## src/rtl/ahb_master_arbiter.sv

```systemverilog
// Round-robin arbiter sharing one AHB slave port (the AHB2APB bridge) among
// NUM_MASTERS masters, with address/data-phase muxing and bounded hold time.
module ahb_master_arbiter #(
    parameter int NUM_MASTERS = 4,
    parameter int WIDTH       = 32,
    parameter int MAX_HOLD    = 16,
    localparam int MW         = $clog2(NUM_MASTERS)
) (
    input  logic                         Hclk,
    input  logic                         Hreset,
    input  logic [NUM_MASTERS-1:0]       Hbusreq,
    input  logic [2*NUM_MASTERS-1:0]     m_Htrans,
    input  logic [WIDTH*NUM_MASTERS-1:0] m_Haddr,
    input  logic [NUM_MASTERS-1:0]       m_Hwrite,
    input  logic [3*NUM_MASTERS-1:0]     m_Hsize,
    input  logic [WIDTH*NUM_MASTERS-1:0] m_Hwdata,
    output logic [NUM_MASTERS-1:0]       Hgrant,
    output logic [MW-1:0]                Hmaster,
    output logic [1:0]                   Htrans,
    output logic [WIDTH-1:0]             Haddr,
    output logic                         Hwrite,
    output logic [2:0]                   Hsize,
    output logic [WIDTH-1:0]             Hwdata,
    output logic                         Hreadyin,
    input  logic                         Hreadyout,
    input  logic [1:0]                   Hresp,
    output logic                         m_Hready,
    output logic [1:0]                   m_Hresp
);
    localparam int HW = $clog2(MAX_HOLD + 1);
    localparam logic [1:0] TRANS_IDLE = 2'b00;

    typedef enum logic {NOGRANT, OWNED} state_t;

    state_t                 r_state, w_state_next;
    logic [NUM_MASTERS-1:0] r_grant, w_grant_next;
    logic [MW-1:0]          r_master, w_master_next;
    logic [MW-1:0]          r_last_ptr, w_last_ptr_next;
    logic [HW-1:0]          r_hold_cnt, w_hold_cnt_next;
    logic [MW-1:0]          r_dphase_owner;
    logic                   r_dphase_valid;

    logic [1:0]       w_trans_arr [NUM_MASTERS];
    logic [WIDTH-1:0] w_addr_arr  [NUM_MASTERS];
    logic [WIDTH-1:0] w_wdata_arr [NUM_MASTERS];
    logic [2:0]       w_size_arr  [NUM_MASTERS];

    for (genvar gi = 0; gi < NUM_MASTERS; gi++) begin : g_unpack
        assign w_trans_arr[gi] = m_Htrans[2*gi +: 2];
        assign w_addr_arr[gi]  = m_Haddr[WIDTH*gi +: WIDTH];
        assign w_wdata_arr[gi] = m_Hwdata[WIDTH*gi +: WIDTH];
        assign w_size_arr[gi]  = m_Hsize[3*gi +: 3];
    end

    // Round-robin search: descending loop so the nearest requester after last_ptr wins.
    logic          w_rr_found;
    logic [MW-1:0] w_rr_winner;
    logic [MW-1:0] w_rr_idx;
    always_comb begin
        w_rr_found  = 1'b0;
        w_rr_winner = '0;
        w_rr_idx    = '0;
        for (int k = NUM_MASTERS; k >= 1; k--) begin
            w_rr_idx = MW'((int'(r_last_ptr) + k) % NUM_MASTERS);
            if (Hbusreq[w_rr_idx]) begin
                w_rr_found  = 1'b1;
                w_rr_winner = w_rr_idx;
            end
        end
    end

    logic       w_owner_valid;
    logic       w_owner_req;
    logic       w_other_req;
    logic [1:0] w_owner_trans;
    logic       w_preempt;

    assign w_owner_valid = (r_state == OWNED);
    assign w_owner_req   = Hbusreq[r_master];
    assign w_other_req   = |(Hbusreq & ~r_grant);
    assign w_owner_trans = w_trans_arr[r_master];
    // Only IDLE/NONSEQ (bit 0 clear) are safe pre-emption points; bursts stay intact.
    assign w_preempt     = (r_hold_cnt >= HW'(MAX_HOLD - 1)) && w_other_req && !w_owner_trans[0];

    always_comb begin
        w_state_next    = r_state;
        w_grant_next    = r_grant;
        w_master_next   = r_master;
        w_last_ptr_next = r_last_ptr;
        w_hold_cnt_next = r_hold_cnt;
        if (Hreadyout) begin
            case (r_state)
                NOGRANT: begin
                    if (w_rr_found) begin
                        w_state_next    = OWNED;
                        w_grant_next    = NUM_MASTERS'(1) << w_rr_winner;
                        w_master_next   = w_rr_winner;
                        w_last_ptr_next = w_rr_winner;
                        w_hold_cnt_next = '0;
                    end
                end
                OWNED: begin
                    if (!w_owner_req || w_preempt) begin
                        if (w_rr_found) begin
                            w_grant_next    = NUM_MASTERS'(1) << w_rr_winner;
                            w_master_next   = w_rr_winner;
                            w_last_ptr_next = w_rr_winner;
                            w_hold_cnt_next = '0;
                        end else begin
                            w_state_next = NOGRANT;
                            w_grant_next = '0;
                        end
                    end else if (r_hold_cnt < HW'(MAX_HOLD - 1)) begin
                        w_hold_cnt_next = r_hold_cnt + 1'b1;
                    end
                end
                default: w_state_next = NOGRANT;
            endcase
        end
    end

    always_ff @(posedge Hclk) begin
        if (Hreset) begin
            r_state        <= NOGRANT;
            r_grant        <= '0;
            r_master       <= '0;
            r_last_ptr     <= MW'(NUM_MASTERS - 1);
            r_hold_cnt     <= '0;
            r_dphase_owner <= '0;
            r_dphase_valid <= 1'b0;
        end else begin
            r_state    <= w_state_next;
            r_grant    <= w_grant_next;
            r_master   <= w_master_next;
            r_last_ptr <= w_last_ptr_next;
            r_hold_cnt <= w_hold_cnt_next;
            if (Hreadyout) begin
                r_dphase_owner <= r_master;
                r_dphase_valid <= w_owner_valid && Htrans[1];
            end
        end
    end

    always_comb begin
        Htrans = TRANS_IDLE;
        Haddr  = '0;
        Hwrite = 1'b0;
        Hsize  = '0;
        if (w_owner_valid) begin
            Htrans = w_owner_trans;
            Haddr  = w_addr_arr[r_master];
            Hwrite = m_Hwrite[r_master];
            Hsize  = w_size_arr[r_master];
        end
    end

    // Write data follows the data-phase owner, which lags the address-phase owner by one beat.
    assign Hwdata   = r_dphase_valid ? w_wdata_arr[r_dphase_owner] : '0;
    assign Hgrant   = r_grant;
    assign Hmaster  = r_master;
    assign Hreadyin = Hreadyout;
    assign m_Hready = Hreadyout;
    assign m_Hresp  = Hresp;
endmodule

```

## config.mk

```make
export PLATFORM = sky130hd
export DESIGN_NAME = ahb_master_arbiter
export DESIGN_NICKNAME = d
export VERILOG_FILES = /design/src/rtl/ahb_master_arbiter.sv
export SDC_FILE = /design/constraint.sdc
export NUM_CORES = 1
export LEC_CHECK = 0
export ABC_CLOCK_PERIOD_IN_PS = 2260
export CAP_MARGIN = 10
export CORE_AREA = 2 2 141 143
export CTS_CLUSTER_SIZE = 25
export DETAILED_ROUTE_END_ITERATION = 6
export DIE_AREA = 0 0 143 145
export PLACE_DENSITY = 0.5
export SLEW_MARGIN = 0
export SYNTH_ARGS = -nofsm -noshare
export SYNTH_HDL_FRONTEND = slang
export SYNTH_SLANG_ARGS = --single-unit
```

## constraint.sdc

```tcl
create_clock -name Hclk -period 2.26 [get_ports Hclk]
set_input_delay 0.339 -clock Hclk [delete_from_list [all_inputs] [get_ports Hclk]]
set_output_delay 0.339 -clock Hclk [all_outputs]
set_load 0.005 [all_outputs]
```

==> flow_summary.toml <==
[sta]
clock_skew_ns = 0.000819
hold_viol_final = 0
rsz0062_at_grt = "true"
report.final.slew_viol_count = 0
finalSetupViolCount = 0
max_clock_freq_ghz = 0.448
tightest_slew_ns = 0.514
period_share = 0.988
postLayoutSetupSlackWorst_ns = 0.0263
slew_headroom = 0.656
fin_crit_ns = 2.23

[critical_path]
cp-start-kind = "flip-flop"
critPathArrivalTime_ns = 1.89
critPathRequiredTime_ns = 1.92
r2r_end = "Hmaster[1]"
crit_type = "reg -> out"
r2r_cells = 7
worstReg2RegStart = "Hmaster[0]"
ff2ff_setup_slack_ns = 0.05
crit_path_max_fanout = 9
worstSetupEndpointType = "output pin"

[global_routing]
grt_pass1_wl_um = 25900
grt_pass1_vias = 4366
grt_antenna_before_repair = 3
grt_max_degree = 33
grt_usage = 0.162
overflow = 0

[power]
power_leakage_uw = 0.00288
power-per-cell-area_mw_per_mm2 = 263
peakVddDrop_v = 0.000244
fin_total_pwr_uw = 1960

[min_path]
min_from = "Hgrant[2]"
whs_path_depth = 1
whs_endpoint = "Hgrant[2]"
hold_class = "reg -> reg"

[layout]
drive_above_1_share = 0.209
stdcell_count = 906
syn_to_final_growth_pct = 147
fillCellCount = 1863
regArea_um2 = 349
fin_nets = 932
fin_area_mm2 = 0.00744
multi_input_area_mm2 = 0.00256

[route]
finalWirelength_um = 17800
vias = 3906
first_pass_iters = 4
via_per_inst = 4.31
wl_per_cell_um = 19.6
dr.first_iter.drc_count = 106
ant_nets = 0
drc = 0

[logic_synthesis]
synth_nets = 556
synth-seq-cells = 17
ys_seq_area_frac = 0.113
synth_cells = 265
syn_area_per_cell_um2 = 11.4
yosysWarnings = 0
syn-cell-area_mm2 = 0.00302
ys_types = 36

[placement]
dp_slack_ns = -0.0549
place_inst = 881
dp_hpwl_um = 14800
place_area_mm2 = 0.00707
port_buffers = 364
gp_congestion = 0.932

[clocking]
cts.sinks = 17
cts-htree-levels = 1
clk_latency_ns = 0.25
postCtsHoldBufs = 0
root_buffer = "clkbuf_16"
cts_made_buffers = 3
cts_buffer_depth = 2
cts_tree = "yes"
clk_pin_slew_ns = 0.05

[die]
die_x_um = 143
io_pins = 369
start_util = 0.157
dieArea_mm2 = 0.0207
core_mm2 = 0.0192
fp-row-count = 51
die_height_um = 145

[run]
cap_violations = 0

[status]
status = "completed"
## worst max path at each step
stage | startpoint | end | slack (ns) | depth (start not counted)
final | Hmaster[0] | Haddr[7] | 0.03 | 7
after floorplan | Hmaster[1] | Haddr[0] | 0.15 | 5
after CTS | Hmaster[0] | Haddr[4] | -0.13 | 5
after global placement | m_Haddr[18] | Haddr[18] | -0.06 | 4
after global routing | Hmaster[0] | Haddr[7] | -0.03 | 7
after detailed placement | m_Haddr[18] | Haddr[18] | -0.05 | 4
## timing repair
action,in CTS,in global routing
setup buffers,12,2
gates resized for setup,86,32
pin swaps,1,1
setup endpoints to repair,70,9
gates cloned,6,0
## logic make-up (layout without fill, tap and decap cells)
kind of cell | count (synthesis) | after routing | share of synthesized area
simple gates | 106 | 106 | 0.209
mux | 76 | 76 | 0.543
compound gates | 31 | 31 | 0.0763
buf+inv | 33 | 408 | 0.0514
fa+ha+maj | 2 | 2 | 0.00829
other cells | 0 | 1 | 0
flops | 17 | 17 | 0.113
## power by group
group          total [uW]  internal [uW]  switching (uW)
registers             337            317            20.4
clock network         357            240             117
logic                1260            908             355
total                1960           1460             492
## placed cells by master (no fill, tap or decap), drive strengths merged, types with 4 or more instances in the layout
| cell type | count |
|---|---|
| clkdlybuf4s15 | 12 |
| o2bb2ai | 5 |
| nor2 | 12 |
| dfxtp | 17 |
| o21ai | 4 |
| buf | 39 |
| clkdlybuf4s50 | 294 |
| clkbuf | 10 |
| a21o | 4 |
| and2 | 70 |
| mux4 | 70 |
| mux2i | 6 |
| nand2b | 12 |
| dlygate4sd2 | 51 |
## synth_stat cells (all sizes together)
cell     number  share of area
and2         70           0.15
mux4         70           0.52
clkbuf       18          0.022
dfxtp        17           0.11
buf          14          0.028
nand2b       12          0.025
nor2         12          0.015
mux2i         6          0.020
o2bb2ai       5          0.015
a21o          4          0.010
o21ai         4         0.0066
a21oi         3         0.0050
nor2b         3         0.0062
a31oi         2         0.0041
a41o          2         0.0066
ha            2         0.0083
nand2         2         0.0025
nand3         2         0.0033
o22ai         2         0.0041
o31a          2         0.0058
a211oi        1         0.0025
a22o          1         0.0029
a41oi         1         0.0029
and3          1         0.0021
inv           1         0.0012
nand3b        1         0.0025
nor3          1         0.0017
o2111ai       1         0.0029
o21a          1         0.0025
o311ai        1         0.0029
o41ai         1         0.0029
or3           1         0.0021
or4b          1         0.0033
## worst max-delay path: stages, from the launching register on
cell,delay [ns]
dfxtp_4,0.36
buf_12,0.11
buf_12,0.10
buf_16,0.13
buf_6,0.11
mux4_2,0.49
and2_1,0.15
clkdlybuf4s15_1,0.20
## metal layers
metal / wire, um / share of wire / global-route usage
met1: 6290 / 0.35 / 0.172
met2: 9490 / 0.53 / 0.314
met3: 1790 / 0.10 / 0.0502
met4: 167 / 0.0094 / 0.0233
met5: 21 / 0.0012 / 0
## cell type report
type                    instances  share of cell area
diodes                          1            0.000336
clock buffers                   4              0.0106
inverters                       1            0.000504
multi-input cells             215               0.344
flip-flops and latches         17              0.0469
well taps                     265              0.0446
repair buffers                403               0.553
## registers in the layout, indices dropped and copies added, names as in the netlist
name	count
Hgrant	4
Hmaster	2
r_dphase_owner	2
r_dphase_valid	1
r_hold_cnt	5
r_last_ptr	2
r_state	1
## through the flow
| stage | hold slack (ns) | TNS (ns) | utilization |
|---|---|---|---|
| floorplan | 0.466 | 0 | - |
| global placement | 0.475 | -0.133 | 0.368 |
| detailed placement | 0.476 | -0.154 | 0.368 |
| CTS | 0.493 | -0.128 | 0.384 |
| global route | 0.513 | -0.0687 | 0.387 |
| finish | 0.493 | 0 | 0.387 |
Power figures use the tool's default switching activity.
